**config.mk**
```make
export PLATFORM = sky130hd
export DESIGN_NAME = wb_mem_arbiter
export DESIGN_NICKNAME = d
export VERILOG_FILES = /design/src/rtl/wb_mem_arbiter.sv
export SDC_FILE = /design/constraint.sdc
export NUM_CORES = 1
export LEC_CHECK = 0
export ABC_AREA = 0
export CORE_AREA = 2 2 108 110
export CTS_CLUSTER_SIZE = 8
export DETAILED_ROUTE_END_ITERATION = 12
export DIE_AREA = 0 0 110 112
export GPL_TIMING_DRIVEN = 0
export PLACE_DENSITY = 0.61
export SYNTH_ARGS = -nofsm -noshare
export SYNTH_HDL_FRONTEND = slang
export SYNTH_SLANG_ARGS = --single-unit
```
**constraint.sdc**
```tcl
create_clock -name clk -period 4.4 [get_ports clk]
set_clock_uncertainty 0.2 [all_clocks]
set_input_delay 0.44 -clock clk [delete_from_list [all_inputs] [get_ports clk]]
set_output_delay 0.44 -clock clk [all_outputs]
set_load 0.05 [all_outputs]
```
**src/rtl/wb_mem_arbiter.sv**
```systemverilog
// wb_mem_arbiter: two-master Wishbone classic arbiter placing the core's
// instruction port (iwb) and data port (dwb) onto one shared memory slave.
// One transfer per grant, round-robin on contention, and a programmable
// wait timeout that terminates a hung transfer with a bus error.
module wb_mem_arbiter #(
  parameter int TIMEOUT_CYC = 16
) (
  input  logic        clk,
  input  logic        rst,
  // instruction master
  input  logic [31:0] iwb_adr_i,
  input  logic        iwb_cyc_i,
  input  logic        iwb_stb_i,
  output logic [31:0] iwb_dat_o,
  output logic        iwb_ack_o,
  output logic        iwb_err_o,
  // data master
  input  logic [31:0] dwb_adr_i,
  input  logic [31:0] dwb_dat_i,
  input  logic [3:0]  dwb_sel_i,
  input  logic        dwb_we_i,
  input  logic        dwb_cyc_i,
  input  logic        dwb_stb_i,
  output logic [31:0] dwb_dat_o,
  output logic        dwb_ack_o,
  output logic        dwb_err_o,
  // shared slave
  output logic [31:0] m_adr_o,
  output logic [31:0] m_dat_o,
  output logic [3:0]  m_sel_o,
  output logic        m_we_o,
  output logic        m_cyc_o,
  output logic        m_stb_o,
  input  logic [31:0] m_dat_i,
  input  logic        m_ack_i,
  input  logic        m_err_i,
  // current owner, bit0 = iwb, bit1 = dwb
  output logic [1:0]  grant_o
);

  // A zero TIMEOUT_CYC disables the timeout; the counter then idles at 0.
  localparam bit TO_EN = (TIMEOUT_CYC != 0);
  localparam int CW = TO_EN ? $clog2(TIMEOUT_CYC + 1) : 1;
  localparam logic [CW-1:0] TO_LIM = TO_EN ? CW'(TIMEOUT_CYC) : {CW{1'b0}};

  // State encoding doubles as the one-hot grant vector.
  typedef enum logic [1:0] {
    IDLE  = 2'b00,
    GNT_I = 2'b01,
    GNT_D = 2'b10
  } state_e;

  state_e          state_q, state_d;
  logic            last_d_q, last_d_d;
  logic [CW-1:0]   cnt_q, cnt_d;

  logic ireq_s, dreq_s, own_req_s, granted_s;
  logic to_hit_s, ack_s, err_s, bus_req_s, done_s;

  assign ireq_s    = iwb_cyc_i & iwb_stb_i;
  assign dreq_s    = dwb_cyc_i & dwb_stb_i;
  assign granted_s = (state_q != IDLE);

  // Request of whichever master currently owns the bus.
  always_comb begin
    own_req_s = 1'b0;
    case (state_q)
      GNT_I:   own_req_s = ireq_s;
      GNT_D:   own_req_s = dreq_s;
      default: own_req_s = 1'b0;
    endcase
  end

  // Timeout expiry; the slave ack still wins when it lands in the same cycle.
  assign to_hit_s  = TO_EN && granted_s && (cnt_q == TO_LIM);
  // Err from the slave suppresses a simultaneous ack.
  assign ack_s     = granted_s & m_ack_i & ~m_err_i;
  assign err_s     = granted_s & (m_err_i | (to_hit_s & ~m_ack_i & own_req_s));
  // Bus request is pulled down in the expiry cycle so the slave sees the cut.
  assign bus_req_s = own_req_s & ~to_hit_s;
  // Any termination, abort or expiry ends the grant.
  assign done_s    = m_ack_i | m_err_i | ~own_req_s | to_hit_s;

  // Read data is broadcast; only the owner's ack qualifies it.
  assign iwb_dat_o = m_dat_i;
  assign dwb_dat_o = m_dat_i;
  assign grant_o   = state_q;

  // Slave-side request muxing and termination steering to the owner only.
  always_comb begin
    m_adr_o   = 32'h0000_0000;
    m_dat_o   = 32'h0000_0000;
    m_sel_o   = 4'h0;
    m_we_o    = 1'b0;
    m_cyc_o   = 1'b0;
    m_stb_o   = 1'b0;
    iwb_ack_o = 1'b0;
    iwb_err_o = 1'b0;
    dwb_ack_o = 1'b0;
    dwb_err_o = 1'b0;
    case (state_q)
      GNT_I: begin
        m_adr_o   = iwb_adr_i;
        m_dat_o   = 32'h0000_0000;
        m_sel_o   = 4'hF;
        m_we_o    = 1'b0;
        m_cyc_o   = bus_req_s;
        m_stb_o   = bus_req_s;
        iwb_ack_o = ack_s;
        iwb_err_o = err_s;
      end
      GNT_D: begin
        m_adr_o   = dwb_adr_i;
        m_dat_o   = dwb_dat_i;
        m_sel_o   = dwb_sel_i;
        m_we_o    = dwb_we_i;
        m_cyc_o   = bus_req_s;
        m_stb_o   = bus_req_s;
        dwb_ack_o = ack_s;
        dwb_err_o = err_s;
      end
      default: begin
        m_cyc_o = 1'b0;
        m_stb_o = 1'b0;
      end
    endcase
  end

  // Arbitration, one-transfer-per-grant sequencing and saturating wait count.
  always_comb begin
    state_d  = state_q;
    last_d_d = last_d_q;
    cnt_d    = cnt_q;
    case (state_q)
      IDLE: begin
        cnt_d = {CW{1'b0}};
        if (ireq_s && (!dreq_s || last_d_q)) begin
          state_d  = GNT_I;
          last_d_d = 1'b0;
        end else if (dreq_s) begin
          state_d  = GNT_D;
          last_d_d = 1'b1;
        end else begin
          state_d  = IDLE;
        end
      end
      GNT_I, GNT_D: begin
        if (done_s) begin
          state_d = IDLE;
        end else if (TO_EN && (cnt_q != TO_LIM)) begin
          cnt_d = cnt_q + CW'(1);
        end else begin
          cnt_d = cnt_q;
        end
      end
      default: begin
        state_d = IDLE;
        cnt_d   = {CW{1'b0}};
      end
    endcase
  end

  // State registers; last_d resets high so the first tie goes to iwb.
  always_ff @(posedge clk or posedge rst) begin
    if (rst) begin
      state_q  <= IDLE;
      last_d_q <= 1'b1;
      cnt_q    <= {CW{1'b0}};
    end else begin
      state_q  <= state_d;
      last_d_q <= last_d_d;
      cnt_q    <= cnt_d;
    end
  end

endmodule

```
==> reports/results.txt, run 1 <==
Inserted Clock Buffers - 3
R2R Path End - cnt_q[1]
DRT iter0 DRCs - 73
switch share - 0.449
Synth Warn # - 0
nets@finish - 648
overflow left after global routing - 0
Gate power share - 0.712
Tot GR Track Use - 0.137
Syn Area/Cell - 7.29 um^2
Core Region - 11,200 um^2
total die area - 12,300 um^2
RD Place Congestion - 0.821
Clk pwr share - 0.187
CTS hold repair buffers - 0
# rows - 39
routed wire length - 9300 um
Clock Latency Late Sink - 240 ps
H-tree levels - 1
Setup CP Type - reg2out
Worst R2R Start - grant_o[1]
crit end category - output pin
Adder-Cell Fraction of Synth Area - 0.0346
Synth Cell Area - 1810 um^2
Die H - 112 um
share of power burned in registers - 0.101
router iterations before antenna repair - 4
Power, Total - 0.000852 W
vias in the first global route - 2,564
synth unique cells - 31
PD cells - 187 nW/um^2
vias per inst - 3.98
Post-DP HPWL - 8040 um
Final Slew Violations - 0
# Max-Cap Violations - 0
mux contribution to synthesized area - 0.0111
post-route clock period utilization - 0.811
max frequency - 280 MHz
Place WS - 976 ps
I/O pin total - 282
n_diodes - 0
final hold violation count - 0
setup TNS - 0 ps
clock buffer depth - 2
Post-Synth Simple-Gate Area - 0.335
clk sinks - 8
wire per inst - 14.4 um
R2R setup slack - 2080 ps
length in cells of the worst reg-to-reg path - 6
fillers - 1,130
detailed-route via count - 2,564
number of port buffers - 249
CP startpoint kind - flip-flop
largest net degree at the start of global routing - 11
min Tclk post-route - 3570 ps
status - completed
first-pass GRT wire length - 13,400 um
Final ANT Viol Nets - 0
initial antenna violation count - 0
Area Overhead vs Synth - 152%
clock root cell - clkbuf_16
WP data arrival - 2930 ps
Slew headroom - 0.611
VDD IR-drop max - 238 uV
Hold WC Path Type - in2async
Gates resized, CTS repair - 0
P_sw - 0.000383 W
largest family of logic cells by synthesized area - simple AND/OR/NAND/NOR gates
Final setup viols - 0
RSZ-0062 raised after global routing - false
Compound-Gate Fraction of Synth Area - 0.185
post-synthesis sequential area ratio - 0.111
ratio of cells with drive above 1 in the final layout - 0.148
TritonCTS clock tree - built
#FFs+latches synth - 8
Worst Path Required - 3760 ps
Tightest Pin Transition - 583 ps
Internal - 0.000470 W
Die Wd - 110 um
starting density of the core - 0.162
gate count of the mapped netlist - 248
Reg clk slew, reported paths - 40 ps
Leak - 1.76 nW
XOR/XNOR Fraction of Synth Area - 0.00485
Net Count, Synth - 394
Critical Path Fanout Max - 10
Setup WS post-layout - 830 ps
Post-CTS Setup Bufs - 0
DRC - 0
-- worst max-delay path, stage by stage (launching register included) --
cell,delay [ps]
dfrtp_1,410
inv_1,90
ha_1,160
clkbuf_1,460
clkbuf_1,440
a22oi_1,130
nor2b_1,180
clkdlybuf4s50_1,830
-- cell usage after synthesis, drive strengths merged --
cell	count	area share
a21oi	5	0.014
nand2	7	0.016
a2111oi	1	0.0083
xor2	1	0.0048
and2	35	0.12
dfstp	1	0.015
mux2i	2	0.011
nand3b	2	0.0083
clkbuf	15	0.031
inv	5	0.010
dfrtp	7	0.097
a22oi	32	0.13
or4bb	1	0.0062
a311o	1	0.0055
nand4	4	0.017
nand2b	3	0.010
nor2	9	0.019
nor2b	36	0.12
buf	66	0.28
o31ai	2	0.0083
ha	5	0.035
a31o	1	0.0048
nand3	3	0.0083
o21ai	1	0.0028
o211ai	1	0.0042
and3	1	0.0035
a21boi	1	0.0042
-- how the worst max path moves through the flow --
stage / slack (ps) / endpoint / from
floorplan: 1170 / m_stb_o / grant_o[0]
CTS: 740 / m_adr_o[10] / grant_o[1]
global route: 550 / m_adr_o[10] / grant_o[1]
finish: 830 / m_adr_o[8] / grant_o[1]
global placement: 1050 / m_stb_o / grant_o[0]
detailed placement: 980 / m_adr_o[10] / grant_o[1]
-- layer usage --
layer	track usage	share of wire	vias to the layer above
met5	0	0	-
met1	0.153	0.36	1155
met4	0.0236	0.010	0
met2	0.268	0.54	122
met3	0.0217	0.091	11
li1	-	-	1276
-- sequential cells by signal, indices dropped and copies added (netlist names) --
signal and flops:
cnt_q 5, grant_o 2, last_d_q 1
-- layout by cell type, fill, tap and decap left out, types with 2 or more instances in the layout --
cell	count
inv_1	5
ha_1	5
mux2i_1	2
a21oi_1	5
nor2_1	9
a22oi_1	32
nand4_1	3
nand3_1	3
clkdlybuf4s50_1	249
nand3b_1	2
dfrtp_1	7
and2_1	34
o31ai_1	2
buf_4	65
nor2b_1	36
nand2_1	6
nand2b_1	3
clkbuf_1	16
clkbuf_16	3
-- metrics by stage --
| stage | area [um^2] | hold WS [ps] | instances | utilization |
|---|---|---|---|---|
| after global placement | 4480 | 275 | 640 | 0.401 |
| after detailed placement | 4480 | 285 | 640 | 0.401 |
| final | 4560 | 249 | 644 | 0.408 |
| after floorplan | 1810 | 54.9 | 248 | - |
| after CTS | 4560 | 263 | 644 | 0.408 |
| after global routing | 4560 | 297 | 644 | 0.408 |
-- cells by family after synthesis --
family,after synthesis
AOI/OAI and AO/OA,45
xor gates and xnor gates,1
adders and majority gates,5
buffers and inverters,86
DFF,8
muxes,2
and+or+nand+nor,101
-- power groups by stage --
stage          registers, W  clock network [W]  logic, W
2_1_floorplan     0.0000904                  0  0.000358
6_report          0.0000860           0.000160  0.000607
3_3_place_gp      0.0000860                  0  0.000606
5_1_grt           0.0000866           0.000166  0.000637
3_5_place_dp      0.0000866                  0  0.000611
4_1_cts           0.0000857           0.000163  0.000612
-- final cells by class --
cell class | instances | area, um^2 | share of cell area
multi-input cells | 154 | 1030 | 0.226
repair buffers | 249 | 2490 | 0.547
flip-flops and latches | 8 | 201 | 0.0442
inverters | 5 | 18.8 | 0.00412
well taps | 143 | 179 | 0.0393
plain buffers | 81 | 556 | 0.122
clock buffers | 4 | 78.8 | 0.0173
(Power assumes the default switching activity.)
==> inputs of run 2 (changes only) <==
Settings changed: CORE_AREA 2 2 108 110 to 2 2 109 111, DIE_AREA 0 0 110 112 to 0 0 111 113, PLACE_DENSITY 0.61 to 0.6.
Clock period 4.4 ns to 3.6 ns, I/O delays scaled along.
==> run 2 against run 1 <==
  * First-iteration DRC count rose by 11%
  * Sequential power is 21% higher
  * Register-to-register slack worse by 800 ps
  * Power grew 22%
  * Critical endpoint is now m_stb_o
  * Sequential share of layout area about the same
  * Worst setup slack worse by 570 ps
  * Clock-buffer cell count stayed put
  * Via count up 0.98%
==> reports/results.txt, run 2 (synthesis gave the netlist of run 1 again) <==
Inserted Clock Buffers - 3 (unchanged)
nets@finish - 648 (unchanged)
Most flops, register - cnt_q (unchanged)
detailed-route via count - 2,589 (was 2,564)
commonest non-fill, non-tap cell in the layout - clkdlybuf4s50_1 (unchanged)
clock buffer depth - 2 (unchanged)
RD Place Congestion - 0.814 (was 0.821)
Die Wd - 111 um (was 110 um)
Area Overhead vs Synth - 152% (about the same)
wire per inst - 14.9 um (was 14.4 um)
first-pass GRT wire length - 14,500 um (was 13,400 um)
max FFs per register - 5 (unchanged)
non-filler instance count after layout - 644 (unchanged)
final hold violation count - 0 (unchanged)
length in cells of the worst reg-to-reg path - 6 (unchanged)
Clock Latency Late Sink - 230 ps (was 240 ps)
Reg clk slew, reported paths - 40 ps (about the same)
largest net degree at the start of global routing - 11 (unchanged)
PD cells - 228 nW/um^2 (was 187 nW/um^2)
delay-heaviest family, CP - buffers and inverters (unchanged)
n_diodes - 0 (unchanged)
DRC - 0 (unchanged)
Post-CTS Setup Bufs - 0 (unchanged)
DRT iter0 DRCs - 81 (was 73)
setup TNS - 0 ps (unchanged)
clk sinks - 8 (unchanged)
clock root cell - clkbuf_16 (unchanged)
R2R Path End - cnt_q[1] (unchanged)
# rows - 39 (unchanged)
Post-DP HPWL - 8390 um (was 8040 um)
placed insts - 640 (unchanged)
status - completed (unchanged)
RSZ-0062 raised after global routing - false (unchanged)
WP data arrival - 2780 ps (was 2930 ps)
ratio of cells with drive above 1 in the final layout - 0.150 (was 0.148)
R2R setup slack - 1280 ps (was 2080 ps)
fillers - 1,153 (was 1,130)
initial antenna violation count - 0 (unchanged)
slowest cell delay on critical path - 790 ps (was 830 ps)
Worst Path Required - 3040 ps (was 3760 ps)
H-tree levels - 1 (unchanged)
Setup CP Type - reg2out (unchanged)
Leak - 1.77 nW (was 1.76 nW)
min Tclk post-route - 3340 ps
Core Region - 11,300 um^2 (was 11,200 um^2)
post-route clock period utilization - 0.929
Hold Slack - 187 ps (was 249 ps)
CP startpoint kind - flip-flop (unchanged)
max frequency - 299 MHz
Final Slew Violations - 0 (unchanged)
Hold WC Path Type - in2async (unchanged)
worst path cell trace - inv_1 -> ha_1 -> nand4_1 -> and2_2 -> nor2_1 -> buf_4 -> clkdlybuf4s50_1 (was inv_1 -> ha_1 -> clkbuf_1 -> clkbuf_1 -> a22oi_1 -> nor2b_1 -> clkdlybuf4s50_1)
I/O pin total - 282 (unchanged)
Reg area - 201 um^2 (unchanged)
number of port buffers - 249 (unchanged)
TritonCTS clock tree - built (unchanged)
routed wire length - 9570 um (was 9300 um)
Die H - 113 um (was 112 um)
router iterations before antenna repair - 4 (unchanged)
Tot GR Track Use - 0.141 (was 0.137)
Final setup viols - 0 (unchanged)
Slew headroom - 0.640 (was 0.611)
Worst R2R Start - grant_o[0] (was grant_o[1])
slowest CP cell - clkdlybuf4s50_1 (unchanged)
total die area - 12,500 um^2 (was 12,300 um^2)
crit end category - output pin (unchanged)
Final ANT Viol Nets - 0 (unchanged)
# Max-Cap Violations - 0 (unchanged)
most frequent cells in the layout - 249 x clkdlybuf4s50_1, 65 x buf_4, 36 x nor2b_1 (unchanged)
Critical Path Fanout Max - 7 (was 10)
vias in the first global route - 2,679 (was 2,564)
overflow left after global routing - 0 (unchanged)
starting density of the core - 0.160 (was 0.162)
Tightest Pin Transition - 539 ps (was 583 ps)
VDD IR-drop max - 147 uV (was 238 uV)
vias per inst - 4.02 (was 3.98)
area occupied by multi-input gates - 1030 um^2 (unchanged)
CP bufs+invs - 3 (was 4)
-- run 2: worst max path at each step --
stage | startpoint | endpoint | slack (ps) | cells after the start
after global placement | grant_o[1] | m_adr_o[28] | 340 | 7
after CTS | grant_o[1] | m_adr_o[28] | 70 | 7
after floorplan | grant_o[0] | m_stb_o | 450 | 6
after detailed placement | grant_o[1] | m_adr_o[28] | 330 | 7
after global routing | grant_o[1] | m_adr_o[28] | 90 | 7
final | grant_o[0] | m_stb_o | 260 | 7
-- run 2: what timing repair did --
action / 4_1_cts / 5_1_grt
endpoints found under the setup margin: 0 / 18
resized for setup: 0 / 2
hold buffers: 0 / 0
-- run 2: worst reg2reg max path: cells and delay by family, from the launching register on --
kind	cells	cell delay, ps
and+or+nand+nor	2	370
buffers and inverters	1	80
DFF	1	400
adders and majority gates	1	460
AOI/OAI and AO/OA	2	690
-- run 2: layout make-up --
type	count	share of cell area
tap	143	0.0393
inverter	5	0.00412
timing repair buffer	249	0.547
multi-input combinational	154	0.226
clock buffer	4	0.0173
buffer	81	0.122
sequential	8	0.0442
-- run 2: report_power, final --
group	leakage, nW	total (W)	internal (W)	switching (W)
combinational	1.62	0.000742	0.000328	0.000415
sequential	0.107	0.000104	0.0000989	0.00000538
clock	0.0382	0.000192	0.000148	0.0000442
total	1.77	0.00104	0.000574	0.000464
-- run 2: routing by layer --
metal,track usage,vias up,wire length [um]
met5,0,-,0
met3,0.0198,6,565
met4,0.0233,0,76
met2,0.280,134,5130
met1,0.162,1174,3790
li1,-,1275,-
-- run 2: through the flow --
| stage | instance area (um^2) | worst slack (ps) | utilization | total power [W] |
|---|---|---|---|---|
| 2_1_floorplan | 1810 | 450 | - | 0.000548 |
| 3_3_place_gp | 4480 | 343 | 0.397 | 0.000849 |
| 3_5_place_dp | 4480 | 328 | 0.397 | 0.000852 |
| 4_1_cts | 4560 | 68.6 | 0.404 | 0.00105 |
| 5_1_grt | 4560 | 85.8 | 0.404 | 0.00108 |
| 6_report | 4560 | 255 | 0.404 | 0.00104 |
